==> src/rtl/mc_ctrl.sv <==
// Multi-cycle MIPS control unit: sequences IF/ID/EX/MEM/WB and drives datapath enables.
// Waits on a memory ready handshake with a bounded timeout and flags undecoded instructions.
module mc_ctrl #(
  parameter int ALUOP_W      = 3,
  parameter int MEM_WAIT_MAX = 15,
  parameter int CNT_W        = 4
) (
  input  logic               clk,
  input  logic               rst,
  input  logic [5:0]         Op,
  input  logic [5:0]         Funct,
  input  logic               Zero,
  input  logic               mem_ready,
  output logic               PCWrite,
  output logic               IRWrite,
  output logic               RegWrite,
  output logic               MemRead,
  output logic               MemWrite,
  output logic               EXTOp,
  output logic               ALUSrc,
  output logic [ALUOP_W-1:0] ALUOp,
  output logic [1:0]         NPCOp,
  output logic [1:0]         GPRSel,
  output logic [1:0]         WDSel,
  output logic [2:0]         state,
  output logic               instr_done,
  output logic               illegal,
  output logic               mem_err
);

  localparam logic [2:0] S_IF  = 3'd0;
  localparam logic [2:0] S_ID  = 3'd1;
  localparam logic [2:0] S_EX  = 3'd2;
  localparam logic [2:0] S_MEM = 3'd3;
  localparam logic [2:0] S_WB  = 3'd4;

  localparam logic [5:0] OP_RTYPE = 6'h00;
  localparam logic [5:0] OP_J     = 6'h02;
  localparam logic [5:0] OP_JAL   = 6'h03;
  localparam logic [5:0] OP_BEQ   = 6'h04;
  localparam logic [5:0] OP_ADDI  = 6'h08;
  localparam logic [5:0] OP_ORI   = 6'h0D;
  localparam logic [5:0] OP_LW    = 6'h23;
  localparam logic [5:0] OP_SW    = 6'h2B;

  localparam logic [5:0] F_ADD  = 6'h20;
  localparam logic [5:0] F_ADDU = 6'h21;
  localparam logic [5:0] F_SUB  = 6'h22;
  localparam logic [5:0] F_SUBU = 6'h23;
  localparam logic [5:0] F_AND  = 6'h24;
  localparam logic [5:0] F_OR   = 6'h25;
  localparam logic [5:0] F_SLT  = 6'h2A;
  localparam logic [5:0] F_SLTU = 6'h2B;

  localparam logic [2:0] ALU_NOP  = 3'd0;
  localparam logic [2:0] ALU_ADD  = 3'd1;
  localparam logic [2:0] ALU_SUB  = 3'd2;
  localparam logic [2:0] ALU_AND  = 3'd3;
  localparam logic [2:0] ALU_OR   = 3'd4;
  localparam logic [2:0] ALU_SLT  = 3'd5;
  localparam logic [2:0] ALU_SLTU = 3'd6;

  localparam logic [1:0] NPC_PLUS4  = 2'b00;
  localparam logic [1:0] NPC_BRANCH = 2'b01;
  localparam logic [1:0] NPC_JUMP   = 2'b10;

  localparam logic [1:0] GPR_RD  = 2'b00;
  localparam logic [1:0] GPR_RT  = 2'b01;
  localparam logic [1:0] GPR_31  = 2'b10;
  localparam logic [1:0] WD_ALU  = 2'b00;
  localparam logic [1:0] WD_MEM  = 2'b01;
  localparam logic [1:0] WD_PC   = 2'b10;

  localparam logic [CNT_W-1:0] WAIT_LAST =
    CNT_W'((MEM_WAIT_MAX > 0) ? MEM_WAIT_MAX - 1 : 0);

  logic [2:0]       state_q, state_d;
  logic [CNT_W-1:0] wcnt_q;
  logic [2:0]       alu_sel;
  logic             pc_we;

  logic is_rtype, r_legal, is_j, is_jal, is_beq, is_addi, is_ori, is_lw, is_sw;
  logic legal;
  logic [2:0] dec_alu;
  logic dec_ext, dec_alusrc;

  assign is_rtype = (Op == OP_RTYPE);
  assign is_j     = (Op == OP_J);
  assign is_jal   = (Op == OP_JAL);
  assign is_beq   = (Op == OP_BEQ);
  assign is_addi  = (Op == OP_ADDI);
  assign is_ori   = (Op == OP_ORI);
  assign is_lw    = (Op == OP_LW);
  assign is_sw    = (Op == OP_SW);

  // R-type ALU function and legality come from Funct; I-type from Op alone.
  always_comb begin
    r_legal = 1'b1;
    case (Funct)
      F_ADD, F_ADDU: dec_alu = ALU_ADD;
      F_SUB, F_SUBU: dec_alu = ALU_SUB;
      F_AND:         dec_alu = ALU_AND;
      F_OR:          dec_alu = ALU_OR;
      F_SLT:         dec_alu = ALU_SLT;
      F_SLTU:        dec_alu = ALU_SLTU;
      default: begin
        dec_alu = ALU_NOP;
        r_legal = 1'b0;
      end
    endcase
    if (!is_rtype) begin
      if (is_addi || is_lw || is_sw) dec_alu = ALU_ADD;
      else if (is_ori)               dec_alu = ALU_OR;
      else if (is_beq)               dec_alu = ALU_SUB;
      else                           dec_alu = ALU_NOP;
    end
  end

  assign legal      = (is_rtype && r_legal) || is_j || is_jal || is_beq ||
                      is_addi || is_ori || is_lw || is_sw;
  assign dec_ext    = is_addi | is_lw | is_sw;
  assign dec_alusrc = is_lw | is_sw | is_addi | is_ori;

  always_comb begin
    state_d  = state_q;
    pc_we    = 1'b0;
    IRWrite  = 1'b0;
    RegWrite = 1'b0;
    MemRead  = 1'b0;
    MemWrite = 1'b0;
    EXTOp    = 1'b0;
    ALUSrc   = 1'b0;
    alu_sel  = ALU_NOP;
    NPCOp    = NPC_PLUS4;
    GPRSel   = GPR_RD;
    WDSel    = WD_ALU;
    illegal  = 1'b0;
    mem_err  = 1'b0;
    case (state_q)
      S_IF: begin
        IRWrite = 1'b1;
        state_d = S_ID;
      end
      S_ID: begin
        if (!legal) begin
          illegal = 1'b1;
          pc_we   = 1'b1;
          state_d = S_IF;
        end else if (is_j || is_jal) begin
          pc_we   = 1'b1;
          NPCOp   = NPC_JUMP;
          state_d = S_IF;
          if (is_jal) begin
            RegWrite = 1'b1;
            GPRSel   = GPR_31;
            WDSel    = WD_PC;
          end
        end else begin
          state_d = S_EX;
        end
      end
      S_EX: begin
        alu_sel = dec_alu;
        ALUSrc  = dec_alusrc;
        EXTOp   = dec_ext;
        if (is_beq) begin
          pc_we   = 1'b1;
          NPCOp   = Zero ? NPC_BRANCH : NPC_PLUS4;
          state_d = S_IF;
        end else if (is_lw || is_sw) begin
          state_d = S_MEM;
        end else begin
          state_d = S_WB;
        end
      end
      S_MEM: begin
        // Address operands stay selected so memory sees a stable address while waiting.
        alu_sel  = ALU_ADD;
        ALUSrc   = 1'b1;
        EXTOp    = 1'b1;
        MemRead  = is_lw;
        MemWrite = is_sw;
        if (mem_ready) begin
          if (is_sw) begin
            pc_we   = 1'b1;
            state_d = S_IF;
          end else begin
            state_d = S_WB;
          end
        end else if ((MEM_WAIT_MAX != 0) && (wcnt_q == WAIT_LAST)) begin
          mem_err = 1'b1;
          pc_we   = 1'b1;
          state_d = S_IF;
        end
      end
      S_WB: begin
        RegWrite = 1'b1;
        GPRSel   = (is_addi || is_ori || is_lw) ? GPR_RT : GPR_RD;
        WDSel    = is_lw ? WD_MEM : WD_ALU;
        pc_we    = 1'b1;
        state_d  = S_IF;
      end
      default: state_d = S_IF;
    endcase

    if (rst) begin
      state_d  = S_IF;
      pc_we    = 1'b0;
      IRWrite  = 1'b0;
      RegWrite = 1'b0;
      MemRead  = 1'b0;
      MemWrite = 1'b0;
      EXTOp    = 1'b0;
      ALUSrc   = 1'b0;
      alu_sel  = ALU_NOP;
      NPCOp    = NPC_PLUS4;
      GPRSel   = GPR_RD;
      WDSel    = WD_ALU;
      illegal  = 1'b0;
      mem_err  = 1'b0;
    end
  end

  always_comb begin
    ALUOp      = '0;
    ALUOp[2:0] = alu_sel;
  end

  assign PCWrite    = pc_we;
  assign instr_done = pc_we;
  assign state      = rst ? S_IF : state_q;

  // The wait counter only lives inside S_MEM; any exit leaves it at zero.
  always_ff @(posedge clk) begin
    if (rst) begin
      state_q <= S_IF;
      wcnt_q  <= '0;
    end else begin
      state_q <= state_d;
      if (state_q == S_MEM && state_d != S_MEM) wcnt_q <= '0;
      else if (state_q == S_MEM && !mem_ready)  wcnt_q <= wcnt_q + 1'b1;
    end
  end

endmodule

==> config.mk <==
export PLATFORM = sky130hd
export DESIGN_NAME = mc_ctrl
export DESIGN_NICKNAME = d
export VERILOG_FILES = /design/src/rtl/mc_ctrl.sv
export SDC_FILE = /design/constraint.sdc
export NUM_CORES = 1
export LEC_CHECK = 0
export ABC_AREA = 1
export CAP_MARGIN = 40
export CORE_MARGIN = 1.5
export CORE_UTILIZATION = 41
export DETAILED_ROUTE_END_ITERATION = 10
export PLACE_DENSITY = 0.77
export REMOVE_ABC_BUFFERS = 1
export SKIP_LAST_GASP = 1
export SLEW_MARGIN = 20
export SYNTH_ARGS = -nofsm -noshare
export SYNTH_HDL_FRONTEND = slang
export SYNTH_SLANG_ARGS = --single-unit
==> constraint.sdc <==
create_clock -name clk -period 1.5 [get_ports clk]
set_input_delay 0.225 -clock clk [delete_from_list [all_inputs] [get_ports clk]]
set_output_delay 0.225 -clock clk [all_outputs]
set_load 0.05 [all_outputs]
==> results_dict.tcl, run 1 <==
set metrics [dict create \
    status "stopped before the end" \
    synth_area_leaders "dfxtp_1, nand2_1, nor2_1, nand3_1, inv_1" \
    synthCells 144 \
    synth_area_um2 838 \
    ys_warn_count 0 \
    firstError "[ERROR DPL-0038] Utilization greater than 100%, impossible to legalize" \
    lastStage "4_1_cts" \
    pin_count 38 \
    dp_hpwl_um 3250 \
    cts.root.buffer_cell "clkbuf_4" \
    synth.avg_cell_area_um2 5.82 \
    synth_area_leader_cell "dfxtp_1" \
    ctsResizeCount 158 \
    synth_ff_type "dfxtp_1" \
    clkSinkCount 7 \
    clockBufferDepth 2 \
    htree_num_levels 1 \
    start_util_pct 43.2 \
    cts_buffers 3 \
    synth.distinct_cells 27 \
    rows 16 \
    dp_cells 251 \
    ys_top_cells_by_count "nand2_1, nor2_1, inv_1" \
    synth_top_area_share_pct 16.7 \
    synth_seq_cells 7 \
    holdBufCountCts 0 \
    place_congestion 0.894 \
    cts_setup_buffers 17 \
    die-height_um 48.2 \
    seq_area_frac_synth_pct 16.7 \
    async_flop_share_pct 0 \
    io_buffers 37 \
    synth_edf_count 0 \
    post-synth-top-count-cell "nand2_1" \
    die_w_um 48.2 \
]
==> through the flow <==
step | setup slack, ns | util [%] | cell area, µm² | setup TNS, ns | hold slack, ns
detailed placement | -0.732 | 92.1 | 1790 | -11.83 | 0.580
global placement | -0.555 | 92.1 | 1790 | -9.41 | 0.518
floorplan | -1.32 | - | 820 | -11.36 | 0.294
==> logic make-up after synthesis <==
family	Yosys count	synth area share, %
adders and majority gates	2	2.98
xor gates and xnor gates	3	3.13
AOI/OAI and AO/OA	16	13.3
buffers and inverters	28	13.4
DFF	7	16.7
and+or+nand+nor	88	50.4
==> run 2, diff against run 1 <==
--- a/config.mk
+++ b/config.mk
@@ -7,10 +7,10 @@
 export LEC_CHECK = 0
 export ABC_AREA = 1
 export CAP_MARGIN = 40
-export CORE_MARGIN = 1.5
-export CORE_UTILIZATION = 41
+export CORE_AREA = 2 2 63 65
 export DETAILED_ROUTE_END_ITERATION = 10
-export PLACE_DENSITY = 0.77
+export DIE_AREA = 0 0 65 67
+export PLACE_DENSITY_LB_ADDON = 0.15
 export REMOVE_ABC_BUFFERS = 1
 export SKIP_LAST_GASP = 1
 export SLEW_MARGIN = 20
==> run 2 against run 1 <==
  * The flow now finishes, with violations (negative setup slack)
  * Synthesized cell count is the same
  * Synthesized area is the same
==> results_dict.tcl, run 2 <==
set metrics [dict create \
    grtUsageTotal_pct 18.0 \
    ys_top_cells_by_count "nand2_1, nor2_1, inv_1" \
    whs_ns 0.494 \
    layout_common_cells "buf_4, buf_12, inv_2, nand2_1" \
    worst_pin_slew_ns 0.472 \
    status "complete, but fails checks" \
    ys_warn_count 0 \
    hold_violations 0 \
    p_sw_mw 0.273 \
    ant_nets 0 \
    grt_max_degree 7 \
    crit_required_ns 1.27 \
    critPathKind "reg2out" \
    dp_hpwl_um 2560 \
    start_util_pct 23.2 \
    total_power_mw 0.794 \
    die_w_um 65 \
    clockBufferDepth 2 \
    final_max_slew_viol_count 0 \
    insertion_delay_ns 0.23 \
    power.leakage_nw 1.03 \
    start_kind "register" \
    nFillCells 326 \
    seqPwrFrac_pct 24.6 \
    power-per-cell-area_nw_per_um2 350 \
    top_register "wcnt_q" \
    synth.distinct_cells 27 \
    layout-drive-gt1-share_pct 76.4 \
    grt_first_pass_wirelength_um 6120 \
    place_congestion 0.792 \
    cts_buffers 3 \
    layout_commonest_cell "buf_4" \
    synth.avg_cell_area_um2 5.82 \
    diodes 0 \
    arrival_ns 1.57 \
    synth_edf_count 0 \
    async_flop_share_pct 0 \
    die-height_um 67 \
    max_freq_ghz 0.557 \
    rows 22 \
    hp-class "in2reg" \
    holdBufCountCts 0 \
    seq_area_frac_synth_pct 16.7 \
    cts_tree "done" \
    finalCritPeriodShare_pct 120 \
    crit_path_max_fanout 3 \
    intPower_mw 0.522 \
    synth_top_area_share_pct 16.7 \
    antenna_found_initial 0 \
    io_buffers 37 \
    clkSinkCount 7 \
    dr.pass1.iters 4 \
    syn2layout_area_growth_pct 171 \
    htree_num_levels 1 \
    synth_seq_cells 7 \
    drtIter0Drc 38 \
    ir_drop_mv 0.228 \
    synth_area_leader_cell "dfxtp_1" \
    rsz0062_at_grt "true" \
    grt-ovfl-total 0 \
    crit_path_end_kind "output pin" \
    post-route-worst-setup-slack_ns -0.296 \
    timing.max_cap.violations 0 \
    viasPerCell 4.65 \
    violations "negative setup slack" \
    drc 0 \
    power_frac_clock_pct 33.7 \
    synth_area_leaders "dfxtp_1, nand2_1, nor2_1, nand3_1, inv_1" \
    synth_area_um2 838 \
    grt_pass1_vias 1412 \
    wirelength_um 3760 \
    dieArea_um2 4360 \
    slew_headroom_pct 68.5 \
    wl_per_cell_um 13.2 \
    setup_viol 22 \
    netSwitchingFraction_pct 34.3 \
    period_needed_ns 1.80 \
    pin_count 38 \
    synth_ff_type "dfxtp_1" \
    reg_top3 "wcnt_q x4, state_q x3" \
    core_area_um2 3610 \
    post-synth-top-count-cell "nand2_1" \
    pwr-share-comb_pct 41.7 \
    clkSlewWorstSetupHoldPaths_ns 0.04 \
    largest_register_ffs 4 \
    fin_nets 256 \
    route.vias.total 1326 \
    skew_ns 0.00145 \
    synthCells 144 \
    cts.root.buffer_cell "clkbuf_8" \
]
## run 2: worst paths after layout
path | startpoint | end | slack, ns | depth (start not counted)
setup / recovery | state_q[2] | PCWrite | -0.30 | 8
hold / removal | mem_ready | state_q[2] | 0.49 | 4
setup reg to reg | state_q[1] | wcnt_q[1] | -0.11 | 14
hold reg to reg | wcnt_q[3] | wcnt_q[3] | 0.58 | 2
## run 2: what timing repair did
| action | in CTS | in global routing |
|---|---|---|
| pin swaps | 38 | 35 |
| endpoints found under the hold margin | 0 | 0 |
| buffers inserted | 9 | 6 |
| resized for setup | 114 | 47 |
| endpoints found under the setup margin | 25 | 23 |
## run 2: metal layers
layer / wire length, µm / part of all wire (%) / vias up / GRT usage, %
li1: - / - / 650 / -
met1: 1400 / 37 / 637 / 18.2
met2: 2150 / 57 / 32 / 37.1
met3: 155 / 4.1 / 7 / 3.21
met4: 55 / 1.5 / 0 / 4.79
met5: 0 / 0 / - / 0
## run 2: per-stage QoR
step,setup WS [ns],util (%),setup TNS (ns),instances,area [µm²]
2_1_floorplan,-1.32,-,-11.36,141,820
3_3_place_gp,-0.727,49.5,-9.92,268,1790
3_5_place_dp,-0.750,49.5,-10.55,268,1790
4_1_cts,-0.279,58.4,-3.35,281,2110
5_1_grt,-0.342,62.9,-5.23,285,2270
6_report,-0.296,62.9,-3.57,285,2270
## run 2: final cells by class
type	count	area [µm²]	area share, %
Clock buffer	4	45.0	1.98
Sequential cell	7	146	6.45
Tap cell	48	60.1	2.65
Timing Repair Buffer	92	1020	44.8
Multi-Input combinational cell	109	903	39.8
Inverter	25	98.8	4.36
## run 2: worst max-delay path: stages, from the launching register on
cell and delay [ns]:
dfxtp_2 0.32, inv_2 0.07, nand2_4 0.06, buf_6 0.12, nor2_4 0.16, buf_4 0.15, nand2_2 0.06, a31oi_4 0.22
buf_12 0.17
## run 2: power by group through the flow
stage	Combinational, mW	Clock [mW]	Sequential [mW]
after floorplan	0.106	0	0.196
after global placement	0.253	0	0.196
after detailed placement	0.257	0	0.196
after CTS	0.291	0.272	0.194
after global routing	0.353	0.283	0.196
final	0.332	0.268	0.195
## run 2: logic make-up (layout without fill, tap and decap cells)
group                      after synthesis  after routing  share of synthesized area [%]
adders and majority gates                2              2                           2.98
buffers and inverters                   28            121                           13.4
AOI/OAI and AO/OA                       16             16                           13.3
and+or+nand+nor                         88             88                           50.4
DFF                                      7              7                           16.7
xor gates and xnor gates                 3              3                           3.13
Note: power is estimated with default switching activity, not from simulation.
